<file path="src/rtl/uart_rx_fifo_pkg.sv">
// Shared constants and types for the UART receive FIFO.
// Default depth/threshold live here beside the other UART receive definitions.
package uart_rx_fifo_pkg;

    localparam int UART_RX_DEPTH_LOG2 = 4;
    localparam int UART_RX_THRESH     = 1;

    // Per-cycle FIFO operation, encoded as {push, pop}
    typedef enum logic [1:0] {
        OP_IDLE = 2'b00,
        OP_POP  = 2'b01,
        OP_PUSH = 2'b10,
        OP_BOTH = 2'b11
    } fifo_op_e;

endpackage

</file>
<file path="src/rtl/uart_fifo_mem.sv">
// 2^DEPTH_LOG2 x 8 storage: synchronous write port, registered read port.
// The array itself is not reset so it can map onto distributed RAM.
module uart_fifo_mem #(
    parameter int DEPTH_LOG2 = 4
) (
    input  logic                  Clock,
    input  logic                  Reset,
    input  logic                  wr_en,
    input  logic [DEPTH_LOG2-1:0] wr_addr,
    input  logic [7:0]            wr_data,
    input  logic                  rd_en,
    input  logic [DEPTH_LOG2-1:0] rd_addr,
    output logic [7:0]            rd_data
);

    logic [7:0] mem_r [2**DEPTH_LOG2];
    logic [7:0] rd_data_r;

    // Write port; a read of the same address in this cycle still sees the old byte
    always_ff @(posedge Clock) begin
        if (wr_en && !Reset) begin
            mem_r[wr_addr] <= wr_data;
        end
    end

    // Registered read port, holds its value when no pop occurs
    always_ff @(posedge Clock) begin
        if (Reset) begin
            rd_data_r <= 8'h00;
        end else if (rd_en) begin
            rd_data_r <= mem_r[rd_addr];
        end else begin
            rd_data_r <= rd_data_r;
        end
    end

    assign rd_data = rd_data_r;

endmodule

</file>
<file path="src/rtl/uart_rx_fifo.sv">
// UART receive buffer: circular FIFO between the receiver and the CPU bus,
// with explicit count, sticky overrun and a registered interrupt.
module uart_rx_fifo
    import uart_rx_fifo_pkg::*;
#(
    parameter int DEPTH_LOG2 = UART_RX_DEPTH_LOG2,
    parameter int THRESH     = UART_RX_THRESH
) (
    input  logic                Clock,
    input  logic                Reset,
    input  logic                rx_rdy,
    input  logic [7:0]          rx_data,
    input  logic                rd_en,
    input  logic                clr_ovr,
    output logic [7:0]          rd_data,
    output logic                empty,
    output logic                full,
    output logic [DEPTH_LOG2:0] count,
    output logic                overrun,
    output logic                irq
);

    localparam int              CW       = DEPTH_LOG2 + 1;
    localparam logic [CW-1:0]   DEPTH_C  = CW'(2**DEPTH_LOG2);
    localparam logic [CW-1:0]   THRESH_C = CW'(THRESH);

    logic [DEPTH_LOG2-1:0] wr_ptr_r;
    logic [DEPTH_LOG2-1:0] rd_ptr_r;
    logic [CW-1:0]         count_r;
    logic                  empty_r;
    logic                  full_r;
    logic                  overrun_r;
    logic                  irq_r;

    logic                  pop_s;
    logic                  push_s;
    logic                  drop_s;
    fifo_op_e              op_s;
    logic [CW-1:0]         count_nxt_s;
    logic                  overrun_nxt_s;
    logic                  irq_nxt_s;

    // Accept/drop decisions and next-state count, overrun and irq
    always_comb begin
        pop_s         = rd_en & ~empty_r;
        // a pop on a full FIFO frees the slot the push needs in the same cycle
        push_s        = rx_rdy & (~full_r | pop_s);
        drop_s        = rx_rdy & full_r & ~pop_s;
        op_s          = fifo_op_e'({push_s, pop_s});
        count_nxt_s   = count_r;
        overrun_nxt_s = overrun_r;

        case (op_s)
            OP_PUSH: count_nxt_s = count_r + CW'(1);
            OP_POP:  count_nxt_s = count_r - CW'(1);
            default: count_nxt_s = count_r;
        endcase

        if (drop_s) begin
            overrun_nxt_s = 1'b1;
        end else if (clr_ovr) begin
            overrun_nxt_s = 1'b0;
        end else begin
            overrun_nxt_s = overrun_r;
        end

        irq_nxt_s = (count_nxt_s >= THRESH_C) | overrun_nxt_s;
    end

    // Pointer, count and flag registers
    always_ff @(posedge Clock) begin
        if (Reset) begin
            wr_ptr_r  <= '0;
            rd_ptr_r  <= '0;
            count_r   <= '0;
            empty_r   <= 1'b1;
            full_r    <= 1'b0;
            overrun_r <= 1'b0;
            irq_r     <= 1'b0;
        end else begin
            if (push_s) begin
                wr_ptr_r <= wr_ptr_r + DEPTH_LOG2'(1);
            end
            if (pop_s) begin
                rd_ptr_r <= rd_ptr_r + DEPTH_LOG2'(1);
            end
            count_r   <= count_nxt_s;
            empty_r   <= (count_nxt_s == '0);
            full_r    <= (count_nxt_s == DEPTH_C);
            overrun_r <= overrun_nxt_s;
            irq_r     <= irq_nxt_s;
        end
    end

    uart_fifo_mem #(
        .DEPTH_LOG2 (DEPTH_LOG2)
    ) u_mem (
        .Clock   (Clock),
        .Reset   (Reset),
        .wr_en   (push_s),
        .wr_addr (wr_ptr_r),
        .wr_data (rx_data),
        .rd_en   (pop_s),
        .rd_addr (rd_ptr_r),
        .rd_data (rd_data)
    );

    assign count   = count_r;
    assign empty   = empty_r;
    assign full    = full_r;
    assign overrun = overrun_r;
    assign irq     = irq_r;

endmodule

</file>
<file path="config.mk">
export PLATFORM = sky130hd
export DESIGN_NAME = uart_rx_fifo
export DESIGN_NICKNAME = d
export VERILOG_FILES = /design/src/rtl/uart_rx_fifo_pkg.sv /design/src/rtl/uart_fifo_mem.sv /design/src/rtl/uart_rx_fifo.sv
export SDC_FILE = /design/constraint.sdc
export NUM_CORES = 1
export LEC_CHECK = 0
export ABC_AREA = 1
export CAP_MARGIN = 15
export CORE_ASPECT_RATIO = 1.2
export CORE_MARGIN = 2
export CORE_UTILIZATION = 60
export CTS_CLUSTER_SIZE = 20
export DETAILED_ROUTE_END_ITERATION = 10
export PLACE_DENSITY = 0.84
export SKIP_LAST_GASP = 1
export SYNTH_ARGS = -nofsm -noshare
export SYNTH_HDL_FRONTEND = slang
export SYNTH_SLANG_ARGS = --single-unit
export TNS_END_PERCENT = 50
</file>
<file path="constraint.sdc">
create_clock -name Clock -period 3.2 [get_ports Clock]
set_input_delay 0.48 -clock Clock [delete_from_list [all_inputs] [get_ports Clock]]
set_output_delay 0.48 -clock Clock [all_outputs]
set_load 0.1 [all_outputs]
</file>
Word level (Yosys, flattened, before mapping) --
Memory sizes are Yosys's and may differ from the RTL's. A register that Yosys moved wholly into a read port is not among the register bits. Cells that the tools add are included.
Operators by class: $add $sub $neg 4, $mul 0, div/mod/pow operators 0, $lt $le $gt $ge 1, equal/unequal tests 3, shift operators 0, muxes and demuxes 5, bitwise logic cells 9, reductions and logical operators 3
Operators by type and width (number):
- one-hot mux 5 bit (2 select lines) | 1
- adder 4 x 1 -> 4 bit (second input constant) | 2
- adder 5 x 1 -> 5 bit (second input constant) | 1
- == test 5 bit (second input constant) | 1
- greater-or-equal comparator 5 x 1 -> 1 bit (second input constant) | 1
- zero test 5 bit | 1
- subtractor 5 x 1 -> 5 bit (second input constant) | 1
- bitwise AND 1 bit | 4
- two-way mux 1 bit | 4
- NOT 1 bit | 3
- == test 2 x 1 -> 1 bit (second input constant) | 1
- == test 2 bit (second input constant) | 1
- bitwise OR 1 bit | 2
- logical AND 1 bit | 1
- zero test 1 bit | 1
Storage, ports and cells: flip-flop bits (word level) 17, bits in latches 0, bits in writable memories 128, ROM bits 0, input port bits 13, output and inout bits 17, word-level logic and storage cells 33, memories kept 1
Memory list:
- u_mem.mem_r | depth 16, width 8, read ports 1, clocked after Yosys merged registers in 1, write ports 1, line uart_fifo_mem.sv:16 | logic [7:0] mem_r [2**DEPTH_LOG2];

Longest topological paths before layout --
depth in word-level cells 8, mapped depth 18, gate-level depth less buffers 18

Cells and area by module --
A second synthesis with hierarchy kept.
Second synthesis, totals: cells, all modules 634, area total of the unflattened synthesis 6522.5 µm²
By module, submodules not included:
- uart_fifo_mem | instances 1, cells each 492, area each 5582.9 µm², seq. area each 4003.8 µm²
- uart_rx_fifo | instances 1, cells each 142, area each 939.7 µm², seq. area each 340.3 µm²

Worst setup path before layout --
Ideal clock, no wire load.
path type register to register, from reg empty_r, in the netlist empty, to reg irq_r, in the netlist irq, library setup time 0.128 ns, arrival time 2.886 ns, required time 3.072 ns, path slack 0.186 ns, stages on the path, launching flop included 18, path buffers 0, clock period less this slack 3.014 ns, path through dfxtp_1 -> inv_1 -> nand2_1 -> nand2_1 -> nand2_1 -> ha_1 -> nand2_1 -> inv_1 -> nor2_1 -> ha_1 -> a21oi_1 -> nand2_1 -> nand3_1 -> nand2_1 -> nor2_1 -> nand3_1 -> nor2_1 -> nor2_1
On the way: word-level cells in the longest chain between the ends 8, elaborated cells between the ends (all ways) 12, those cells by class 1 x order compare; 2 x eq/ne; 2 x mux; 7 x bitwise
RTL lines:
- start: declaration | line uart_rx_fifo.sv:30 | logic empty_r;
- start signal: assignment | line uart_rx_fifo.sv:88 | empty_r <= (count_nxt_s == '0);
- NOT 1 bit * | line uart_rx_fifo.sv:45 | pop_s = rd_en & ~empty_r;
- bitwise AND 1 bit * | line uart_rx_fifo.sv:45
- bitwise OR 1 bit | line uart_rx_fifo.sv:47 | push_s = rx_rdy & (~full_r | pop_s);
- bitwise AND 1 bit | line uart_rx_fifo.sv:47
- == test 2 x 1 -> 1 bit or == test 2 bit (tied branches) | line uart_rx_fifo.sv:53 | case (op_s)
- one-hot mux 5 bit (2 select lines) | line uart_rx_fifo.sv:53
- greater-or-equal comparator 5 x 1 -> 1 bit | line uart_rx_fifo.sv:67 | irq_nxt_s = (count_nxt_s >= THRESH_C) | overrun_nxt_s;
- bitwise OR 1 bit * | line uart_rx_fifo.sv:67
- end signal: assignment | line uart_rx_fifo.sv:91 | irq_r <= irq_nxt_s;
- end: declaration | line uart_rx_fifo.sv:33 | logic irq_r;
Every way passes the cells marked *; elsewhere a longest branch is shown, timed or not. A chain may end at the register's enable or synchronous reset.

Worst setup path after layout --
from in rd_en, to reg irq_r, in the netlist irq
On the way: word-level cells in the longest chain between the ends 7, elaborated cells between the ends (all ways) 11, those cells by class 1 x order compare; 2 x eq/ne; 2 x mux; 6 x bitwise
RTL lines:
- start: declaration | line uart_rx_fifo.sv:13 | input logic rd_en,
- bitwise AND 1 bit * | line uart_rx_fifo.sv:45
- bitwise OR 1 bit | line uart_rx_fifo.sv:47
- bitwise AND 1 bit | line uart_rx_fifo.sv:47
- == test 2 x 1 -> 1 bit or == test 2 bit (tied branches) | line uart_rx_fifo.sv:53
- one-hot mux 5 bit (2 select lines) | line uart_rx_fifo.sv:53
- greater-or-equal comparator 5 x 1 -> 1 bit | line uart_rx_fifo.sv:67
- bitwise OR 1 bit * | line uart_rx_fifo.sv:67
Marks and branches as above.

==> qor.yml <==
diodes: 0
drive_gt1_share_pct: 10.1
power_leakage_uw: 0.00287
post-route-min-period_ns: 2.51
nets: 673
fp.dieArea_um2: 11700
power_density_nw_per_um2: 660
wl_per_cell_um: 19.4
grt_pass1_vias: 4615
syn-cell-area_um2: 6480
overflow: 0
crit_required_ns: 3.51
holdBufCountCts: 0
grtUsageTotal_pct: 27.4
htreeDepth: 4
dpl.hpwl_mm: 9.27
cts_made_buffers: 17
ys_seq_area_share_pct: 67.0
crit_type: "primary input to register"
vias: 4841
slew_viol_final: 0
crit_top_cell: "nand2_1"
fp.dieW_um: 98.9
synth_area_leaders: "edfxtp_1, nand2_1, nand3_1"
utilization_pct: 70.4
drt-total-wl_mm: 15.3
slew_headroom_pct: 25.8
clk_path_buf_depth: 2
cpMaxStageDelayCell: "clkdlybuf4s50_1"
rsz0062_at_grt: "false"
cts_root_buf: "clkbuf_16"
critical_path.max_fanout: 6
syn-num-nets: 634
synth-edff-count: 128
critical_path.max_stage_delay_ns: 0.39
grt_pass1_wl_mm: 24.2
path_clk_slew_ns: 0.06
cts_tree: "built"
setup_violations: 0
irDropWorstVdd_mv: 0.611
io_pins: 30
synth_top_area_share_pct: 59.3
synth_flop_cell: "edfxtp_1"
r2r_cells: 17
globalplace.congestion: 0.884
post_cts_resized: 0
cts.sinks: 153
core_um2: 10500
max_freq_ghz: 0.398
via_per_inst: 6.10
status: "finished, final reports clean"
avgSynthCellArea_um2: 10.6
fin_crit_sh_pct: 78.4
rows: 41
clock_latency_ns: 0.42
worstMarginPinSlew_ns: 1.11
drt_pre_antenna_iters: 5
io_buffers: 29
final_common_cell: "nand2_1"
cp.arrival_ns: 2.82
crit_family: "simple AND/OR/NAND/NOR gates"
cp.depth: 17
totalNegativeSetupSlack_ns: 0
worst_slack_ns: 0.690
hold_depth: 2
stdcell_count: 793
cap_violations: 0
cp.buffers_inverters: 2
placed_cells_incl_taps: 762
area_growth_pct: 14.2
hp-class: "register to register"
synth_seq_cells: 153
yosysWarnings: 0
die_h_um: 118
nFillCells: 669
drtIter0Drc: 549
synthArstFlopShare_pct: 0
cp-start-kind: "primary input"
post-cts-setup-buffers: 0
final_hold_viol_count: 0
grt_start_max_net_pins: 67
fin_worst_skew_ns: 0.00949
synth_area_leader_cell: "edfxtp_1"
ys_types: 28
start_util_pct: 61.7
dp_slack_ns: 0.297
endpoint_kind: "register"
postRouteAntennaNets: 0
crit_chain: "clkdlybuf4s50_1, nand2_1, nand2_1, nand2_1, ha_1, nand2_1, inv_1, nor2_1, ha_1, a21oi_1, nand2_1, nand3_1, nand2_1, nor2_1, nand3_1, nor2_1, nor2_1"
antenna_found_initial: 0
drc: 0
layout_common_cells: "nand2_1, edfxtp_1, nand3_1, inv_1, buf_4"
syn_inst: 613
==> through the flow <==
step | total power [uW] | hold slack (ns) | cell area [um^2]
after floorplan | 2920 | 0.502 | 6480
after global placement | 3110 | 0.459 | 6890
after detailed placement | 3130 | 0.460 | 6890
after CTS | 4890 | 0.498 | 7410
after global routing | 5050 | 0.514 | 7410
final | 4890 | 0.503 | 7410
==> flip-flops by register name, indices dropped and copies added (netlist names) <==
| signal | count |
|---|---|
| overrun | 1 |
| empty | 1 |
| u_mem.rd_data | 8 |
| wr_ptr_r | 4 |
| full | 1 |
| count | 5 |
| irq | 1 |
| u_mem.mem_r | 128 |
| rd_ptr_r | 4 |
==> final timing paths <==
path / slack [ns] / from / endpoint
min reg2reg: 0.50 / rd_ptr_r[2]$_SDFFE_PP0P_ / rd_ptr_r[2]$_SDFFE_PP0P_
max: 0.69 / rd_en / irq$_SDFF_PP0_
min: 0.50 / rd_ptr_r[2]$_SDFFE_PP0P_ / rd_ptr_r[2]$_SDFFE_PP0P_
max reg2reg: 0.78 / empty$_SDFF_PP1_ / irq$_SDFF_PP0_
==> report_power, final <==
part           switching [uW]  total (uW)  internal, uW
combinational             644         861           218
clock                     731        1780          1040
sequential               40.7        2250          2210
==> per-layer routing <==
layer,vias up,global-route usage (%),wire length [um]
li1,2182,-,-
met1,2362,35.6,5880
met2,274,45.4,7960
met3,23,6.12,1190
met4,0,9.59,318
met5,-,0,0
==> worst register-to-register path, stage by stage (launching register included) <==
cell and delay [ns]:
dfxtp_1 0.34, inv_1 0.04, nand2_1 0.14, nand2_1 0.07, nand2_1 0.09, ha_1 0.29
nand2_1 0.11, inv_1 0.10, nor2_1 0.07, ha_1 0.19, a21oi_1 0.26, nand2_1 0.09
nand3_1 0.11, nand2_1 0.09, nor2_1 0.09, nand3_1 0.09, nor2_1 0.10, nor2_1 0.04
==> cell usage after synthesis, drive strengths merged, types with 2 or more instances <==
| cell | count |
|---|---|
| edfxtp | 128 |
| dfxtp | 25 |
| inv | 34 |
| nand4 | 2 |
| ha | 8 |
| o211ai | 8 |
| nand2 | 198 |
| nor3 | 11 |
| nor2 | 28 |
| buf | 24 |
| clkbuf | 6 |
| nand3 | 118 |
| xnor2 | 2 |
| a21oi | 7 |
| clkinv | 2 |
| o21ai | 8 |
==> cells by family (layout without fill, tap and decap cells) <==
| group | Yosys count | in the layout | share of synthesized area [%] |
|---|---|---|---|
| simple gates | 358 | 358 | 23.8 |
| buf+inv | 66 | 117 | 4.94 |
| compound gates | 26 | 26 | 2.47 |
| xor+xnor | 2 | 2 | 0.270 |
| flops | 153 | 153 | 67.0 |
| fa+ha+maj | 8 | 8 | 1.54 |
==> layout make-up <==
class | instances | area (um^2) | share of cell area [%]
Inverter | 36 | 135 | 1.82
Timing Repair Buffer | 50 | 428 | 5.78
Sequential cell | 153 | 4350 | 58.7
Clock inverter | 12 | 85.1 | 1.15
Clock buffer | 19 | 433 | 5.84
Multi-Input combinational cell | 394 | 1820 | 24.6
Tap cell | 129 | 161 | 2.18
(Power assumes the default switching activity.)
